<file path="src/rtl/mult_req_sequencer.sv">
// mult_req_sequencer: requester-side sequencer for the hex multiplier datapath.
// Accepts operand pairs over a valid/ready handshake, drives the multiplier
// controller's start/enable pins, waits for done (guarded by a saturating
// watchdog) and presents the product downstream over a second handshake.
// Optional feature macro: MULT_SEQ_ZERO_SKIP_EN (a zero operand bypasses the
// multiplier and goes straight to HOLD with a zero product).
module mult_req_sequencer #(
  parameter int W       = 8,
  parameter int TIMEOUT = 15
) (
  input  logic           clk,
  input  logic           rst_n,
  input  logic           in_valid,
  output logic           in_ready,
  input  logic [W-1:0]   in_a,
  input  logic [W-1:0]   in_b,
  output logic           mul_start,
  output logic           mul_enable,
  output logic [W-1:0]   mul_a,
  output logic [W-1:0]   mul_b,
  input  logic           mul_done,
  input  logic [2*W-1:0] mul_product,
  output logic           out_valid,
  input  logic           out_ready,
  output logic [2*W-1:0] out_product,
  output logic           out_error,
  output logic           busy,
  output logic [2:0]     seq_state
);

  typedef enum logic [2:0] {
    ST_IDLE  = 3'd0,
    ST_ISSUE = 3'd1,
    ST_WAIT  = 3'd2,
    ST_ABORT = 3'd3,
    ST_HOLD  = 3'd4
  } state_t;

  // Last watchdog value tolerated in WAIT before the job is aborted.
  localparam logic [7:0] WDOG_LAST = 8'(TIMEOUT - 1);

  state_t     state_r;
  state_t     state_next_s;
  logic [7:0] wdog_r;
  logic       accept_s;
  logic       zero_skip_s;

  assign accept_s  = (state_r == ST_IDLE) && in_valid;
  assign seq_state = state_r;

`ifdef MULT_SEQ_ZERO_SKIP_EN
  assign zero_skip_s = (in_a == {W{1'b0}}) || (in_b == {W{1'b0}});
`else
  assign zero_skip_s = 1'b0;
`endif

  // Next-state decode for the job sequencing FSM.
  always_comb begin
    state_next_s = state_r;
    case (state_r)
      ST_IDLE: begin
        if (in_valid) begin
          if (zero_skip_s) begin
            state_next_s = ST_HOLD;
          end else begin
            state_next_s = ST_ISSUE;
          end
        end else begin
          state_next_s = ST_IDLE;
        end
      end
      ST_ISSUE: begin
        state_next_s = ST_WAIT;
      end
      ST_WAIT: begin
        // done takes priority over a watchdog expiry in the same cycle
        if (mul_done) begin
          state_next_s = ST_HOLD;
        end else if (wdog_r == WDOG_LAST) begin
          state_next_s = ST_ABORT;
        end else begin
          state_next_s = ST_WAIT;
        end
      end
      ST_ABORT: begin
        state_next_s = ST_HOLD;
      end
      ST_HOLD: begin
        if (out_ready) begin
          state_next_s = ST_IDLE;
        end else begin
          state_next_s = ST_HOLD;
        end
      end
      default: begin
        state_next_s = ST_IDLE;
      end
    endcase
  end

  // State register.
  always_ff @(posedge clk or negedge rst_n) begin
    if (!rst_n) begin
      state_r <= ST_IDLE;
    end else begin
      state_r <= state_next_s;
    end
  end

  // Control outputs registered from the next state, so they always match seq_state.
  always_ff @(posedge clk or negedge rst_n) begin
    if (!rst_n) begin
      in_ready   <= 1'b1;
      mul_start  <= 1'b0;
      mul_enable <= 1'b0;
      out_valid  <= 1'b0;
      busy       <= 1'b0;
    end else begin
      in_ready   <= (state_next_s == ST_IDLE);
      mul_start  <= (state_next_s == ST_ISSUE);
      mul_enable <= (state_next_s == ST_ISSUE) || (state_next_s == ST_WAIT);
      out_valid  <= (state_next_s == ST_HOLD);
      busy       <= (state_next_s != ST_IDLE);
    end
  end

  // Operand capture, only on the IDLE handshake.
  always_ff @(posedge clk or negedge rst_n) begin
    if (!rst_n) begin
      mul_a <= {W{1'b0}};
      mul_b <= {W{1'b0}};
    end else if (accept_s) begin
      mul_a <= in_a;
      mul_b <= in_b;
    end else begin
      mul_a <= mul_a;
      mul_b <= mul_b;
    end
  end

  // Watchdog: cleared on accept, counts WAIT cycles and saturates instead of wrapping.
  always_ff @(posedge clk or negedge rst_n) begin
    if (!rst_n) begin
      wdog_r <= 8'd0;
    end else if (accept_s) begin
      wdog_r <= 8'd0;
    end else if ((state_r == ST_WAIT) && (wdog_r != 8'hFF)) begin
      wdog_r <= wdog_r + 8'd1;
    end else begin
      wdog_r <= wdog_r;
    end
  end

  // Result capture: product on done, zero with error on abort, zero on a skipped job.
  always_ff @(posedge clk or negedge rst_n) begin
    if (!rst_n) begin
      out_product <= {(2*W){1'b0}};
      out_error   <= 1'b0;
    end else if (accept_s && zero_skip_s) begin
      out_product <= {(2*W){1'b0}};
      out_error   <= 1'b0;
    end else if ((state_r == ST_WAIT) && mul_done) begin
      out_product <= mul_product;
      out_error   <= 1'b0;
    end else if (state_r == ST_ABORT) begin
      out_product <= {(2*W){1'b0}};
      out_error   <= 1'b1;
    end else begin
      out_product <= out_product;
      out_error   <= out_error;
    end
  end

endmodule

</file>
<file path="config.mk">
export PLATFORM = sky130hd
export DESIGN_NAME = mult_req_sequencer
export DESIGN_NICKNAME = d
export VERILOG_FILES = /design/src/rtl/mult_req_sequencer.sv
export SDC_FILE = /design/constraint.sdc
export NUM_CORES = 1
export LEC_CHECK = 0
export CORE_ASPECT_RATIO = 0.9
export CORE_UTILIZATION = 39
export CTS_CLUSTER_DIAMETER = 60
export CTS_CLUSTER_SIZE = 28
export DETAILED_ROUTE_END_ITERATION = 8
export PLACE_DENSITY = 0.75
export SYNTH_ARGS = -nofsm -noshare
export SYNTH_HDL_FRONTEND = slang
export SYNTH_SLANG_ARGS = --single-unit
</file>
<file path="constraint.sdc">
create_clock -name clk -period 1.4 [get_ports clk]
set_input_delay 0.42 -clock clk [delete_from_list [all_inputs] [get_ports clk]]
set_output_delay 0.42 -clock clk [all_outputs]
set_load 0.01 [all_outputs]
</file>
==> run summary, run 1 <==
status - complete, but fails checks
failing checks - negative setup slack
Vias/cell - 5.096
Tot GR Track Use - 0.2041
Synth Area in Simple Gates - 0.2145
Die H - 70.94 µm
post-synthesis sequential area ratio - 0.5960
DRC - 0
area delta synth->final - 75.21%
HP Class - reg2reg
pwr dens - 1956 mW/mm²
initial core utilization - 0.4157
CTS Buffer Depth - 2
Die Width - 78.60 µm
post-route setup slack - -0.2099 ns
R2R setup slack - -0.21 ns
period utilization - 1.150
worst vdd ir - 1122 µV
Cell Rows - 24
Max Clk Rate - 0.6212 GHz
Non-Filler Instances - 375
first-pass GRT wire length - 8783 µm
Worst EP required - 1.59 ns
largest net degree at the start of global routing - 28
RSZ-0062 raised after global routing - yes
Yosys reg bits - 49
DPL Wire Length - 3546 µm
post-route cell area - 0.003608 mm²
Synth Area in XOR/XNOR - 0
crit-path max FO - 2
Synth Net Count - 222
max-slew violations - 0
Met1 Wirelength - 2316 µm
clock transition at the registers of the reported paths - 0.09 ns
placed cell areas - 0.003065 mm²
TritonCTS Buffers - 5
Slew Limit Headroom - 0.7921
Yosys cell types - 41
Clock Sinks - 49
initial antenna violation count - 0
Startpoint Class - flip-flop
Worst-Skew Late Latency - 0.30 ns
Root Driver - clkbuf_8
Cells after Synth - 183
layout cells sized above 1 - 0.3516
MaxCap Viol Count - 0
Synth Area in Compound Gates - 0.1324
main combinational cell family by area after synthesis - simple AND/OR/NAND/NOR gates
Worst EP arrival - 1.80 ns
floorplan core area - 0.004955 mm²
NumNets Final - 348
Worst-Margin Slew - 0.3119 ns
total wire length - 5587 µm
Post-Place Cells - 340
Mapped Area - 0.002059 mm²
WL per Instance - 14.90 µm
Synth warnings - 0
CTS tree - built
Ports - 78
mux cell area share after synthesis - 0.009721
top sig layer - met4
metal2 WL - 2811 µm
H-tree depth - 2
First-pass DRT Iterations - 4
clock skew - 0.007726 ns
number of global-route vias before repair - 1866
routed wl met3 - 381 µm
minimum clock period after layout - 1.610 ns
Starting DRT DRC Count - 29
IO buf count - 77
endpoints failing hold - 0
DR vias - 1911
post-route ant nets - 0
ANT cells - 0
Total Power - 7058 µW
Critical Path End Type - flip-flop
critical path class - reg2reg
gr ovfl total - 0
endpoints failing setup - 43
Placer Congestion - 0.8450
Avg Synthesized Cell Area - 11.25 µm²
adder-cell share of the synthesized area - 0.01215
Die Footprint - 0.005576 mm²
cell leakage power - 0.001754 µW
metal layers:
layer / up-vias / GRT usage
met5: - / 0
met4: 0 / 0.07819
met1: 929 / 0.2628
met3: 6 / 0.05032
met2: 77 / 0.3324
li1: 899 / -
layout by cell type, fill, tap and decap left out, drive strengths merged, types with 2 or more instances in the layout:
master,instances
a211oi,2
a21o,3
a21oi,5
a22o,17
and2,2
and4,5
buf,50
clkbuf,9
clkdlybuf4s15,31
clkdlybuf4s50,33
clkinv,2
dfrtp,48
dlygate4sd2,7
ha,2
inv,4
mux2i,2
nand2,55
nand4,2
nor3,5
o2111a,3
or2,2
or4,2
cells by family after synthesis:
| family | after synthesis |
|---|---|
| AOI/OAI and AO/OA | 34 |
| adders and majority gates | 2 |
| buffers and inverters | 12 |
| DFF | 49 |
| muxes | 2 |
| and+or+nand+nor | 84 |
final timing paths:
| path | start | end | cells after the start |
|---|---|---|---|
| worst max-delay path | wdog_r[7]$_DFFE_PN0P_ | mul_enable$_DFF_PN0_ | 3 |
| worst min-delay path | mul_b[3]$_DFFE_PN0N_ | mul_b[3]$_DFFE_PN0N_ | 2 |
| worst max register to register | wdog_r[7]$_DFFE_PN0P_ | mul_enable$_DFF_PN0_ | 3 |
| worst min register to register | mul_b[3]$_DFFE_PN0N_ | mul_b[3]$_DFFE_PN0N_ | 2 |
| max in group asynchronous | rst_n | out_valid$_DFF_PN0_ | 3 |
| min in group asynchronous | rst_n | wdog_r[4]$_DFFE_PN0P_ | 2 |
synth_stat cells:
cell / count / area [µm²]
buf_6: 2 / 22.52
o21ai_0: 1 / 5.000
or2_1: 1 / 6.260
nand3_1: 1 / 5.000
and4_1: 2 / 17.52
a21o_1: 3 / 22.52
or2_2: 1 / 6.260
inv_1: 2 / 7.510
o2111a_1: 3 / 33.78
a21oi_1: 5 / 25.02
or3_1: 1 / 6.260
o2bb2ai_1: 1 / 8.760
and3_1: 1 / 6.260
nand2_8: 1 / 20.02
o211ai_1: 1 / 7.510
or3b_1: 1 / 8.760
clkbuf_1: 1 / 3.750
nor3b_2: 1 / 12.51
nand2b_1: 1 / 6.260
nor2_1: 1 / 3.750
and2b_1: 1 / 7.510
ha_1: 2 / 25.02
and4_2: 3 / 30.03
dfstp_2: 1 / 26.28
nand4bb_1: 1 / 11.26
nand2_1: 54 / 202.7
nor4bb_1: 1 / 10.01
mux2i_1: 2 / 20.02
a31oi_1: 1 / 6.260
or4b_4: 1 / 13.76
a22o_1: 17 / 148.9
a211oi_1: 2 / 15.01
or4_1: 2 / 15.01
buf_4: 2 / 15.01
nor4b_1: 1 / 8.760
nor3_1: 5 / 25.02
dfrtp_1: 48 / 1201
nand4_1: 2 / 12.51
and2_1: 1 / 6.260
buf_2: 4 / 20.02
inv_2: 1 / 3.750
state kept, by name (all words and copies together), names as in the netlist:
name         flops
busy             1
mul_b            8
out_product     16
mul_start        1
out_valid        1
wdog_r           8
in_ready         1
mul_a            8
out_error        1
mul_enable       1
seq_state        3
per-stage QoR:
step	setup slack, ns	setup TNS [ns]	utilization	hold slack, ns
4_1_cts	-0.2192	-4.263	0.6869	0.4773
3_3_place_gp	-0.6442	-19.65	0.6187	0.3257
6_report	-0.2099	-5.091	0.7283	0.4756
2_1_floorplan	-0.2064	-1.830	-	0.1244
3_5_place_dp	-0.7230	-20.64	0.6187	0.3271
5_1_grt	-0.2394	-6.921	0.7283	0.5074
where the power goes:
part / internal (µW) / switching (µW) / leakage, µW
logic: 2020 / 1670 / 0.00107
clock network: 583 / 447 / 0.0000585
registers: 2020 / 316 / 0.000624
final cells by class:
class                      count  area [µm²]
inverter                       3       27.53
sequential                    49        1230
timing repair buffer         124        1194
multi-input combinational    123       910.9
timing repair inverter         3       48.80
tap                           65       81.33
clock inverter                 1       30.03
fill                         371        1346
clock buffer                   7       86.33
repair_timing:
item	in CTS	in global routing
gates resized for setup	111	45
gates cloned	4	2
pin swaps	22	13
setup endpoints to repair	87	73
hold buffers	1	0
endpoints found under the hold margin	3	0
buffers inserted	9	12
worst max-delay path, stage by stage (launching register included):
cell	delay (ns)
dfrtp_1	0.38
or4_1	0.52
or4_4	0.44
a21o_1	0.17
Note: power is estimated with default switching activity, not from simulation.
==> inputs of run 2 (changes only) <==
PLACE_DENSITY = 0.8   (was 0.75)
==> run 2 against run 1 <==
  * The flow still finishes with violations (negative setup slack)
  * Sequential share of layout area grew 1.1 points
  * Clock skew shrank 0.0042 ns
  * Final area shrank 3.0%
  * First-iteration DRC count rose by 93%
  * Worst hold slack improved by 0.0024 ns
  * Core utilization shrank 2.2 points
  * Clock power decreased by 4%
  * Critical path type unchanged
  * Largest cell class unchanged
==> run summary, run 2 (synthesis results as in run 1) <==
Most flops, register - out_product (unchanged)
largest net degree at the start of global routing - 21 (was 28)
Clock Sinks - 49 (unchanged)
Vias/cell - 5.016 (was 5.096)
Non-Filler Instances - 371 (was 375)
failing checks - negative setup slack (unchanged)
post-route ant nets - 0 (unchanged)
Startpoint Class - flip-flop (unchanged)
Placer Congestion - 0.8513 (was 0.8450)
NumNets Final - 344 (was 348)
post-route setup slack - -0.1932 ns (was -0.2099 ns)
Worst-Margin Slew - 0.3255 ns (was 0.3119 ns)
CTS Buffer Depth - 2 (unchanged)
Die H - 70.94 µm (unchanged)
DR vias - 1861 (was 1911)
MaxCap Viol Count - 0 (unchanged)
Starting DRT DRC Count - 56 (was 29)
Cell Rows - 24 (unchanged)
clock skew - 0.003513 ns (was 0.007726 ns)
DRC - 0 (unchanged)
Worst EP required - 1.59 ns (about the same)
Die Width - 78.60 µm (unchanged)
Die Footprint - 0.005576 mm² (unchanged)
Critical Path End Type - flip-flop (unchanged)
gr ovfl total - 0 (unchanged)
layout cells sized above 1 - 0.3170 (was 0.3516)
Worst EP arrival - 1.78 ns (was 1.80 ns)
area delta synth->final - 69.99% (was 75.21%)
endpoints failing setup - 46 (was 43)
H-tree depth - 2 (unchanged)
IO buf count - 77 (unchanged)
floorplan core area - 0.004955 mm² (unchanged)
pwr dens - 1977 mW/mm² (was 1956 mW/mm²)
WL per Instance - 15.51 µm (was 14.90 µm)
CTS tree - built (unchanged)
number of global-route vias before repair - 1872 (was 1866)
initial core utilization - 0.4157 (unchanged)
TritonCTS Buffers - 5 (unchanged)
Ports - 78 (unchanged)
Slew Limit Headroom - 0.7830 (was 0.7921)
worst vdd ir - 966.9 µV (was 1122 µV)
WHS - 0.4780 ns (was 0.4756 ns)
Total Power - 6920 µW (was 7058 µW)
Max Clk Rate - 0.6277 GHz (was 0.6212 GHz)
commonest non-fill, non-tap cell in the layout - dfrtp_1 (unchanged)
first-pass GRT wire length - 9156 µm (was 8783 µm)
R2R setup slack - -0.19 ns (was -0.21 ns)
First-pass DRT Iterations - 4 (unchanged)
endpoints failing hold - 0 (unchanged)
fillcell total - 382 (was 371)
Worst-Skew Late Latency - 0.30 ns (about the same)
period utilization - 1.138 (was 1.150)
clock transition at the registers of the reported paths - 0.09 ns (about the same)
max reg flops - 16 (unchanged)
minimum clock period after layout - 1.593 ns (was 1.610 ns)
Tot GR Track Use - 0.2194 (was 0.2041)
total wire length - 5753 µm (was 5587 µm)
ANT cells - 0 (unchanged)
crit-path max FO - 8 (was 2)
Root Driver - clkbuf_8 (unchanged)
cell leakage power - 0.001687 µW (was 0.001754 µW)
Post-Place Cells - 340 (unchanged)
HP Class - reg2reg (unchanged)
most frequent cells in the layout - dfrtp_1, nand2_1, clkdlybuf4s50_1, clkdlybuf4s15_1, buf_4 (was dfrtp_1, clkdlybuf4s50_1, nand2_1, clkdlybuf4s15_1, buf_4)
max-slew violations - 0 (unchanged)
DPL Wire Length - 3634 µm (was 3546 µm)
initial antenna violation count - 0 (unchanged)
status - complete, but fails checks (unchanged)
RSZ-0062 raised after global routing - yes (unchanged)
critical path class - reg2reg (unchanged)
run 2: worst max-delay path, cell delays in order (launching register included):
cell	delay (ns)
dfrtp_2	0.41
buf_6	0.13
buf_4	0.14
or2_4	0.25
a21o_1	0.20
or3_1	0.34
run 2: where the power goes:
group | leakage, µW | internal [µW] | switching, µW
Clock | 0.0000552 | 530 | 459
Combinational | 0.00101 | 1970 | 1610
Sequential | 0.000623 | 2020 | 329
Total | 0.00169 | 4520 | 2400
run 2: final cells by class:
type,count,area (µm²),share of cell area
timing repair inverter,2,25.02,0.007148
clock buffer,6,72.57,0.02073
clock inverter,2,35.03,0.01001
inverter,3,23.77,0.006791
multi-input combinational,122,845.8,0.2416
timing repair buffer,122,1186,0.3388
sequential,49,1231,0.3517
tap,65,81.33,0.02323
run 2: routing by layer:
layer,share of wire,vias to the layer above,global-route usage
met2,0.51,64,0.3662
li1,-,891,-
met4,0.018,0,0.1008
met1,0.42,895,0.2734
met5,0,-,0
met3,0.048,11,0.04645
run 2: worst paths after layout:
path	endpoint	startpoint	cells past startpoint
setup / recovery	busy$_DFF_PN0_	seq_state[0]$_DFF_PN0_	5
max in group asynchronous	out_product[11]$_DFFE_PN0P_	rst_n	3
hold / removal	mul_a[4]$_DFFE_PN0N_	mul_a[4]$_DFFE_PN0N_	2
min in group asynchronous	wdog_r[0]$_DFFE_PN0P_	rst_n	2
hold reg to reg	mul_a[4]$_DFFE_PN0N_	mul_a[4]$_DFFE_PN0N_	2
setup reg to reg	busy$_DFF_PN0_	seq_state[0]$_DFF_PN0_	5
run 2: metrics by stage:
step	setup WS, ns	TNS (ns)	cell area [µm²]	util
2_1_floorplan	-0.2064	-1.830	2097	-
5_1_grt	-0.2273	-7.179	3501	0.7066
3_3_place_gp	-0.6459	-20.55	3065	0.6187
3_5_place_dp	-0.6622	-21.26	3065	0.6187
6_report	-0.1932	-4.984	3501	0.7066
4_1_cts	-0.2347	-4.376	3356	0.6773
run 2: repair_timing:
| action | in CTS | in global routing |
|---|---|---|
| pin swaps | 3 | 31 |
| endpoints found under the setup margin | 86 | 77 |
| resized for setup | 92 | 57 |
| setup buffers | 10 | 8 |
| gates cloned | 3 | 1 |
| hold buffers | 1 | 0 |
| hold endpoints to repair | 8 | 0 |
==> inputs of run 3 (changes only) <==
--- a/config.mk
+++ b/config.mk
@@ -8,3 +8,3 @@
 export CORE_ASPECT_RATIO = 0.9
-export CORE_UTILIZATION = 39
+export CORE_UTILIZATION = 25
 export CTS_CLUSTER_DIAMETER = 60
@@ -12,3 +12,3 @@
 export DETAILED_ROUTE_END_ITERATION = 8
-export PLACE_DENSITY = 0.8
+export PLACE_DENSITY = 0.57
 export SYNTH_ARGS = -nofsm -noshare
--- a/constraint.sdc
+++ b/constraint.sdc
@@ -3,2 +3,2 @@
 set_output_delay 0.42 -clock clk [all_outputs]
-set_load 0.01 [all_outputs]
+set_load 0.1 [all_outputs]
==> run 3 against run 2 <==
  * The run ends with design-rule violations, negative setup slack left
  * Highest routed layer unchanged
  * Die area is 54% higher
  * Sequential share of layout area shrank 4.5 points
  * Register-to-register slack got worse by 0.05 ns
==> run summary, run 3 (synthesis results as in run 1) <==
status - complete, but fails checks (unchanged)
failing checks - design-rule violations, negative setup slack (was negative setup slack)
Worst EP arrival - 1.82 ns (was 1.78 ns)
IO buf count - 77 (unchanged)
post-route ant nets - 0 (unchanged)
fillcell total - 694 (was 382)
hold buffer count at cts - 0 (was 1)
max reg flops - 16 (unchanged)
crit-path max FO - 6 (was 8)
Root Driver - clkbuf_8 (unchanged)
post-route setup slack - -0.2409 ns (was -0.1932 ns)
period utilization - 1.172 (was 1.138)
endpoints failing setup - 50 (was 46)
NumNets Final - 342 (was 344)
number of global-route vias before repair - 1788 (was 1872)
Die H - 88.11 µm (was 70.94 µm)
ANT cells - 0 (unchanged)
gr ovfl total - 0 (unchanged)
Die Width - 97.67 µm (was 78.60 µm)
Placer Congestion - 0.8407 (was 0.8513)
Die Footprint - 0.008605 mm² (was 0.005576 mm²)
Starting DRT DRC Count - 84 (was 56)
HP Class - in2async (was reg2reg)
initial core utilization - 0.2565 (was 0.4157)
Tot GR Track Use - 0.1402 (was 0.2194)
DR vias - 1846 (was 1861)
Most flops, register - out_product (unchanged)
source of the worst register-to-register timing path - seq_state[2]$_DFF_PN0_ (was seq_state[0]$_DFF_PN0_)
Worst EP required - 1.58 ns (was 1.59 ns)
Cell Rows - 31 (was 24)
commonest non-fill, non-tap cell in the layout - buf_12 (was dfrtp_1)
Worst-Margin Slew - 0.3861 ns (was 0.3255 ns)
Slew Limit Headroom - 0.7426 (was 0.7830)
RSZ-0062 raised after global routing - yes (unchanged)
CTS tree - built (unchanged)
DPL Wire Length - 3944 µm (was 3634 µm)
register area - 0.001240 mm² (was 0.001231 mm²)
floorplan core area - 0.008029 mm² (was 0.004955 mm²)
Clock Sinks - 49 (unchanged)
WL per Instance - 14.43 µm (was 15.51 µm)
R2R cell count - 5 (unchanged)
Worst-Skew Late Latency - 0.29 ns (was 0.30 ns)
CTS Buffer Depth - 2 (unchanged)
initial antenna violation count - 0 (unchanged)
most frequent cells in the layout - buf_12, dfrtp_1, nand2_1, clkdlybuf4s50_1, buf_4 (was dfrtp_1, nand2_1, clkdlybuf4s50_1, clkdlybuf4s15_1, buf_4)
layout cells sized above 1 - 0.4375 (was 0.3170)
first-pass GRT wire length - 9287 µm (was 9156 µm)
Max Clk Rate - 0.6094 GHz (was 0.6277 GHz)
TritonCTS Buffers - 5 (unchanged)
endpoints failing hold - 0 (unchanged)
clock transition at the registers of the reported paths - 0.09 ns (about the same)
MaxCap Viol Count - 0 (unchanged)
Ports - 78 (unchanged)
clock skew - 0.005575 ns (was 0.003513 ns)
Critical Path End Type - flip-flop (unchanged)
pre-CTS setup slack - -0.7419 ns (was -0.6622 ns)
max-slew violations - 0 (unchanged)
Vias/cell - 4.581 (was 5.016)
Multi-input gate area - 869.6 µm² (was 845.8 µm²)
First-pass DRT Iterations - 6 (was 4)
critical path class - reg2reg (unchanged)
R2R setup slack - -0.24 ns (was -0.19 ns)
worst reg2reg path endpoint - wdog_r[0]$_DFFE_PN0P_ (was busy$_DFF_PN0_)
total wire length - 5817 µm (was 5753 µm)
H-tree depth - 2 (unchanged)
area delta synth->final - 96.35% (was 69.99%)
Startpoint Class - flip-flop (unchanged)
largest net degree at the start of global routing - 17 (was 21)
minimum clock period after layout - 1.641 ns (was 1.593 ns)
DRC - 17 (was 0)
## run 3: cell count changes in the layout (fill, tap and decap cells not counted), sizes merged
cell and delta:
dlygate4sd2 -2, clkbuf -8, clkinv -1, clkdlybuf4s15 -28, dlygate4sd3 -1, buf +38
## run 3: what timing repair did
item / CTS / global route
setup endpoints to repair: 49 / 53
gates cloned: 3 / 0
buffers inserted: 12 / 3
pin swaps: 25 / 19
gates resized for setup: 45 / 14
## run 3: layout make-up
type / instances / area share
multi-input combinational: 122 / 0.2150
clock inverter: 3 / 0.01083
inverter: 3 / 0.003403
clock buffer: 5 / 0.01702
tap: 99 / 0.03063
sequential: 49 / 0.3066
timing repair buffer: 122 / 0.4165
## run 3: how the worst max path moves through the flow
stage / to / from / cells after the start / slack [ns]
final: wdog_r[0]$_DFFE_PN0P_ / seq_state[2]$_DFF_PN0_ / 5 / -0.24
after CTS: mul_enable$_DFF_PN0_ / wdog_r[6]$_DFFE_PN0P_ / 3 / -0.25
after floorplan: mul_a[0]$_DFFE_PN0N_ / seq_state[0]$_DFF_PN0_ / 6 / -0.38
after global placement: mul_enable$_DFF_PN0_ / mul_done / 4 / -0.73
after detailed placement: mul_enable$_DFF_PN0_ / mul_done / 4 / -0.74
after global routing: mul_enable$_DFF_PN0_ / wdog_r[7]$_DFFE_PN0P_ / 3 / -0.27
## run 3: metrics by stage
| stage | instance area [µm²] | instances | utilization | TNS, ns | hold slack, ns |
|---|---|---|---|---|---|
| after global routing | 4044 | 403 | 0.5037 | -9.910 | 0.02940 |
| after floorplan | 2091 | 183 | - | -12.46 | 0.1244 |
| final | 4044 | 403 | 0.5037 | -8.057 | 0.02951 |
| after detailed placement | 3596 | 381 | 0.4479 | -20.37 | 0.3685 |
| after CTS | 4020 | 403 | 0.5007 | -7.938 | 0.02905 |
| after global placement | 3596 | 381 | 0.4479 | -20.02 | 0.3675 |
## run 3: per-layer routing
layer,share of wire,GRT usage
met2,0.49,0.2289
met3,0.069,0.04389
met4,0.017,0.04408
met1,0.42,0.1792
met5,0,0
## run 3: worst max-delay path, stage by stage (launching register included)
cell and delay, ns:
dfrtp_4 0.53, or4b_4 0.57, buf_12 0.16, buf_8 0.13, nand2_2 0.05, mux2i_1 0.07
Power of run 3 is left out: the tool's default activity adds up to more than one toggle a clock period on the data nets, which glitch-free logic cannot reach.
